File: config.mk
export PLATFORM = sky130hd
export DESIGN_NAME = pio_edge_event_scheduler
export DESIGN_NICKNAME = d
export VERILOG_FILES = /design/src/rtl/pio_edge_event_scheduler.sv
export SDC_FILE = /design/constraint.sdc
export NUM_CORES = 1
export LEC_CHECK = 0
export BUFFER_PORTS_ARGS = -buffer_cell sky130_fd_sc_hd__buf_2
export CELL_PAD_IN_SITES_DETAIL_PLACEMENT = 1
export CELL_PAD_IN_SITES_GLOBAL_PLACEMENT = 2
export CORE_AREA = 8 8 177 179
export CTS_BUF_LIST = sky130_fd_sc_hd__clkbuf_16
export CTS_CLUSTER_DIAMETER = 40
export DETAILED_ROUTE_END_ITERATION = 7
export DIE_AREA = 0 0 185 187
export PLACE_DENSITY = 0.93
export SYNTH_ARGS = -nofsm -noshare
export SYNTH_HDL_FRONTEND = slang
export SYNTH_SLANG_ARGS = --single-unit
File: constraint.sdc
create_clock -name clk -period 13.03 [get_ports clk]
set_input_delay 0.6515 -clock clk [delete_from_list [all_inputs] [get_ports clk]]
set_output_delay 0.6515 -clock clk [all_outputs]
set_load 0.02 [all_outputs]
File: src/rtl/pio_edge_event_scheduler.sv
// pio_edge_event_scheduler: polls an 8-bit edge-capture PIO over Avalon-MM and queues timestamped edge events
// Ports:
//   clk, reset_n            clock, asynchronous active-low reset
//   enable                  allows a new poll to start (sampled in IDLE only)
//   avm_*                   Avalon-MM master to the PIO (0 = level data, 3 = edge capture, W1C)
//   ev_valid/ev_ready/ev_data  show-ahead event stream {timestamp, edge_mask, level}
//   ev_count                event FIFO occupancy
//   overflow/overflow_clr   sticky dropped-event flag and its clear
//   busy                    a polling sequence is in progress
module pio_edge_event_scheduler #(
    parameter int POLL_DIV   = 16,
    parameter int FIFO_DEPTH = 8,
    parameter int TS_WIDTH   = 16
) (
    input  logic                          clk,
    input  logic                          reset_n,
    input  logic                          enable,
    output logic [1:0]                    avm_address,
    output logic                          avm_chipselect,
    output logic                          avm_write_n,
    output logic [31:0]                   avm_writedata,
    input  logic [31:0]                   avm_readdata,
    output logic                          ev_valid,
    input  logic                          ev_ready,
    output logic [31:0]                   ev_data,
    output logic [$clog2(FIFO_DEPTH):0]   ev_count,
    output logic                          overflow,
    input  logic                          overflow_clr,
    output logic                          busy
);
    localparam int AW = $clog2(FIFO_DEPTH);
    localparam int CW = AW + 1;

    typedef enum logic [2:0] {IDLE, RD_EDGE, WAIT_EDGE, RD_DATA, WAIT_DATA, WR_CLR, PUSH} state_t;

    state_t              state;
    logic [15:0]         timer;
    logic [TS_WIDTH-1:0] timestamp;
    logic [TS_WIDTH-1:0] ts;
    logic [7:0]          mask;
    logic [7:0]          level;
    logic [31:0]         mem [FIFO_DEPTH];
    logic [AW-1:0]       wr_ptr;
    logic [AW-1:0]       rd_ptr;
    logic                pop;
    logic                push_ok;
    logic                push_drop;
    logic                unused_rd;

    assign unused_rd = ^avm_readdata[31:8];

    assign ev_valid  = ev_count != '0;
    assign ev_data   = ev_valid ? mem[rd_ptr] : 32'h0;
    assign pop       = ev_valid && ev_ready;
    // A same-cycle pop frees the slot the push needs, so a full FIFO still accepts.
    assign push_ok   = state == PUSH && (ev_count != CW'(FIFO_DEPTH) || pop);
    assign push_drop = state == PUSH && !push_ok;

    always_ff @(posedge clk or negedge reset_n) begin
        if (!reset_n) timestamp <= '0;
        else timestamp <= timestamp + 1'b1;
    end

    // Bus outputs are assigned on entry to the state that presents them.
    always_ff @(posedge clk or negedge reset_n) begin
        if (!reset_n) begin
            state          <= IDLE;
            timer          <= 16'd0;
            avm_address    <= 2'd0;
            avm_chipselect <= 1'b0;
            avm_write_n    <= 1'b1;
            avm_writedata  <= 32'h0;
            busy           <= 1'b0;
            ts             <= '0;
            mask           <= 8'h0;
            level          <= 8'h0;
        end else begin
            avm_chipselect <= 1'b0;
            avm_write_n    <= 1'b1;
            case (state)
                IDLE: begin
                    if (timer != 16'(POLL_DIV - 1)) timer <= timer + 16'd1;
                    else if (enable) begin
                        timer          <= 16'd0;
                        state          <= RD_EDGE;
                        avm_address    <= 2'd3;
                        avm_chipselect <= 1'b1;
                        busy           <= 1'b1;
                    end
                end
                RD_EDGE: state <= WAIT_EDGE;
                WAIT_EDGE: begin
                    mask <= avm_readdata[7:0];
                    ts   <= timestamp;
                    if (avm_readdata[7:0] == 8'h0) begin
                        state <= IDLE;
                        busy  <= 1'b0;
                    end else begin
                        state          <= RD_DATA;
                        avm_address    <= 2'd0;
                        avm_chipselect <= 1'b1;
                    end
                end
                RD_DATA: state <= WAIT_DATA;
                WAIT_DATA: begin
                    level          <= avm_readdata[7:0];
                    state          <= WR_CLR;
                    avm_address    <= 2'd3;
                    avm_chipselect <= 1'b1;
                    avm_write_n    <= 1'b0;
                    avm_writedata  <= {24'h0, mask};
                end
                WR_CLR: state <= PUSH;
                default: begin
                    state <= IDLE;
                    busy  <= 1'b0;
                end
            endcase
        end
    end

    always_ff @(posedge clk) begin
        if (push_ok) mem[wr_ptr] <= {ts, mask, level};
    end

    always_ff @(posedge clk or negedge reset_n) begin
        if (!reset_n) begin
            wr_ptr   <= '0;
            rd_ptr   <= '0;
            ev_count <= '0;
            overflow <= 1'b0;
        end else begin
            if (push_ok) wr_ptr <= wr_ptr + AW'(1);
            if (pop) rd_ptr <= rd_ptr + AW'(1);
            ev_count <= ev_count + CW'(push_ok) - CW'(pop);
            // A drop in the same cycle as a clear keeps the flag set.
            overflow <= push_drop || (overflow && !overflow_clr);
        end
    end
endmodule

---- After elaboration in Yosys (flattened, before gate mapping) ----
Memories as Yosys holds them, arrays and structs flattened.
Cells that the tools add are included.
storage, ports and cells
  flip-flop bits (word level) ............. 91
  bits in writable memories ............... 256
  bits of input ports ..................... 37
  output and inout bits ................... 75
  logic and storage cells ................. 75
  memories ................................ 1
memory list
  memory  depth  width  read ports  clocked after Yosys merged registers in  wr ports  line  RTL
  mem     8      32     1           0                                        1         42    logic [31:0] mem [FIFO_DEPTH];
cells by class
  add/sub/neg operators ................... 6
  eq/ne operators ......................... 12
  mux-type cells .......................... 22
  bitwise operators ....................... 1
  reductions and logical operators ........ 18
operators with widths
  cell                   count
  $add 16x1->16 const B  2
  $mux 16                2
  $mux 32                1
  $pmux 3 s6             1
  $ne 16x4->1 const B    1
  $eq 3x3->1 const B     3
  $mux 1                 9
  $logic_not 8->1        1
  $mux 2                 4
  $ne 2x2->1 const B     4
  $reduce_and 4->1       2
  $add 3x1->3 const B    2
  $eq 3x2->1 const B     2
  $mux 3                 2
  $pmux 1 s3             2
  $pmux 2 s3             1
  $add 4x1->4            1
  $logic_and 1x1->1      4
  $ne 4x4->1 const B     1
  $reduce_and 2->1       2
  $reduce_bool 4->1      1
  $reduce_or 4->1        1
  $sub 4x1->4            1
  $eq 3x1->1 const B     1
  6 further kinds        8

---- Longest topological paths before layout ----
  depth in word-level cells ............... 7
  depth in mapped cells ................... 11
  gate-level depth less buffers ........... 10

---- Least setup slack after synthesis ----
Ideal clock, no wire load.
  kind .................................... register to register
  start ................................... register ev_count[2]
  end ..................................... memory mem[3][0], enable pin
  library setup time ...................... 0.468 ns
  arrival ................................. 3.878 ns
  data required time ...................... 12.562 ns
  setup slack ............................. 8.684 ns
  cell stages (with the launch flop) ...... 7
  buffers on the path ..................... 0
  period minus slack after synthesis ...... 4.346 ns
  cell sequence ........................... dfrtp_1 -> inv_1 -> ha_1 -> nand2b_1 -> a31oi_1 -> nand2_1 -> nor3b_1
on the way
  cells in the longest elaborated chain, start to end .. 6
  elaborated cells between the ends (all ways) .. 7
  those cells by class .................... eq/ne: 1; mux: 2; reduce/logical: 4
ends and longest elaborated chain
  what                            line  RTL
  start, declared                 26    output logic [$clog2(FIFO_DEPTH):0] ev_count,
  start signal, assigned          135   ev_count <= ev_count + CW'(push_ok) - CW'(pop);
  $reduce_bool 4->1               52    assign ev_valid = ev_count != '0;
  $logic_and 1x1->1               54    assign pop = ev_valid && ev_ready;
  $logic_or 1x1->1 *              56    assign push_ok = state == PUSH && (ev_count != CW'(FIFO_DEPTH) || pop);
  $logic_and 1x1->1 *             56
  $mux 1 *                        123   if (push_ok) mem[wr_ptr] <= {ts, mask, level};
  $mux 1 (not written as such) *  123
  end, declared                   42
Mark *: on every way between the ends. The rest lies on a longest branch, timed or not.

---- Worst setup path in the final report ----
  start ................................... register rd_ptr[0]
  end ..................................... output port ev_data[26]
on the way
  cells in the longest elaborated chain, start to end .. 2
ends and longest elaborated chain
  what                    line  RTL
  start, declared         44    logic [AW-1:0] rd_ptr;
  start signal, assigned  134   if (pop) rd_ptr <= rd_ptr + AW'(1);
  $mem_v2 8x32            -
  $mux 32                 53    assign ev_data = ev_valid ? mem[rd_ptr] : 32'h0;
  end, declared           25    output logic [31:0] ev_data,
Every way passes these cells.

==> results.yml <==
floorplanning:
  design.core.area_um2: 28390
  die_h_um: 187
  initial_utilization: 0.4836
  num_rows: 62
  io-pin-count: 112
  dieArea_um2: 34600
  fp.dieW_um: 185
setup_path:
  required_ps: 12380
  worst-path-buf-inv: 2
  timing.rr.start: "ev_count[2]"
  path_delay_family: "buffers and inverters"
  path_cells: "buf_4 > mux4_2 > mux2i_1 > nor2_1 > buf_2"
  crit_slowest_cell: "buf_4"
  startpoint_type: "flip-flop"
  cp.arrival_ps: 3260
  path_max_fanout: 46
  max_stage_delay_ps: 800
  end_kind: "primary output"
  crit_start: "rd_ptr[0]"
  crit_type: "flip-flop to primary output"
final_layout:
  regArea_um2: 9947
  multiInputGateArea_um2: 3536
  drive_gt1_frac: 0.3101
  stdcell_area_um2: 15730
  diodes: 0
  finalNetCount: 864
  final_util: 0.5539
  syn_to_final_growth_pct: 14.53
  fillers: 2571
  final_cells: 1232
synthesis:
  netlist.area_leader.share: 0.5599
  yosysSeqAreaShare: 0.7240
  yosysMostFrequentCell: "edfxtp_1"
  yosys-top-cells-area: "edfxtp_1 (56%), dfrtp_1 (16%), mux4_2 (10%)"
  async_flop_share: 0.2601
  synth-edff-count: 256
  yosys-top-cells-count: "edfxtp_1 (256), dfrtp_1 (89), mux4_2 (64)"
  yosysTopAreaCell: "edfxtp_1"
  yosys_warnings: 0
  syn_area_um2: 13730
  synth_ff_type: "edfxtp_1"
  synth.ff_latch_count: 346
  synth_cells: 729
  synth_cell_type_count: 47
  syn_area_per_cell_um2: 18.83
power_and_ir_drop:
  power.total_mw: 3.596
  ir_drop_mv: 0.1134
  power.density_nw_per_um2: 228.7
  leakagePower_nw: 5.772
sta:
  hold_slack_ps: 317.5
  fin_crit_sh: 0.3003
  max_freq_mhz: 255.6
  final-setup-viol-count: 0
  fin_skew_ps: 25.29
  relSlewSlack: 0.3160
  slew_violations: 0
  hold_viol_final: 0
  fin_crit_ps: 3913
  rsz0062_at_grt: "false"
  setup_tns_ps: 0
  worst_slack_ps: 9117
  worst-slew-pin-transition_ps: 1026
min_path:
  hold_class: "input port to flip-flop"
  holdCritStartpoint: "overflow_clr"
global_routing:
  gr-total-overflow: 0
  grt_max_degree: 77
  grt_pass1_vias: 7700
  grt_antenna_before_repair: 0
  grt_pass1_wl_um: 46410
  grt_usage: 0.1766
route:
  wl_per_cell_um: 24.37
  vias: 6802
  met1_length_um: 12270
  drt_pass1_iterations: 4
  met2WireLength_um: 15590
  topRoutingLayerUsed: "met4"
  drtIter0Drc: 381
  wl_um: 30020
  via_per_inst: 5.521
  dr_wl_met3_um: 1648
  ant_nets: 0
  drc: 0
clock_network:
  cts_tree: "done"
  clkLatencyLatePin_ps: 530
  cts_buffers: 40
  htreeDepth: 2
  postCtsResizedCells: 0
  cts.sinks: 346
  root_buffer: "clkbuf_16"
  cts_setup_buffers: 0
  clockBufferDepth: 3
  cts.clk_slew.worst_paths_ps: 60
placed_design:
  place_ws_ps: 9575
  place.gp.congestion: 0.7388
  place_inst: 1158
  placed_cell_area_um2: 14440
  post-dp-hpwl_um: 16880
  io_buffers: 63
job:
  maxCapViolCount: 0
run_status:
  status: "completed"
==> cell usage in the layout, fill, tap and decap left out, types with 5 or more instances in the layout <==
cell / count
and2_1: 5
xnor2_1: 22
buf_4: 15
mux2_2: 41
clkinvlp_4: 5
xor2_1: 8
ha_1: 9
mux4_2: 64
inv_6: 5
nand3_1: 9
and3_1: 5
mux2i_1: 33
inv_1: 19
clkinv_1: 5
clkbuf_16: 41
and4_1: 6
dfrtp_1: 86
buf_2: 62
nand2_1: 16
nand4_1: 11
edfxtp_1: 256
conb_1: 24
nor2_1: 37
==> sequential cells by signal (all words and copies together) (netlist names) <==
signal          cells
mem               256
avm_address         1
timestamp          16
ts                 16
level               8
state               3
avm_chipselect      1
avm_writedata       8
wr_ptr              3
rd_ptr              3
mask                8
timer              16
avm_write_n         1
busy                1
ev_count            4
overflow            1
==> power by group <==
part           total, mW  switching (mW)  internal (mW)  leakage (nW)
combinational      0.976           0.542          0.434          1.71
sequential          1.55           0.181           1.37          3.42
clock               1.07           0.446          0.622         0.641
==> final timing paths <==
path,to,slack [ps],depth (start not counted)
worst max register to register,mem[3][3],10280,7
worst max-delay path,ev_data[26],9120,5
max in group asynchronous,rd_ptr[0],11130,3
worst min-delay path,overflow,320,2
worst min register to register,timer[15],500,1
min in group asynchronous,timer[1],520,2
==> repair_timing <==
action | 4_1_cts | 5_1_grt
hold endpoints to repair | 13 | 0
setup endpoints to repair | 0 | 0
hold buffers | 1 | 0
==> cell families (layout without fill, tap and decap cells) <==
| group | Yosys count | after routing | synth area share |
|---|---|---|---|
| AO/OA/AOI/OAI | 21 | 21 | 0.01057 |
| AND/OR/NAND/NOR | 113 | 113 | 0.04356 |
| multiplexers | 140 | 140 | 0.1643 |
| XOR/XNOR | 30 | 30 | 0.01914 |
| adder cells (fa/ha/maj) | 10 | 10 | 0.009659 |
| buffers and inverters | 68 | 164 | 0.02852 |
| other | 1 | 24 | 0.0002731 |
| flip-flops | 346 | 346 | 0.7240 |
==> cell type report <==
cell class              instances  area share
flip-flops and latches        346      0.6326
multi-input cells             338      0.2249
clock buffers                  41     0.06524
well taps                     384     0.03055
repair buffers                 78     0.02753
clock inverters                32     0.01615
inverters                      13    0.003103
==> per-layer routing <==
layer,vias up,GRT usage
met1,3596,0.2253
met3,46,0.02933
li1,2964,-
met5,-,0
met4,0,0.04156
met2,196,0.3100
Note: power is estimated with default switching activity, not from simulation.
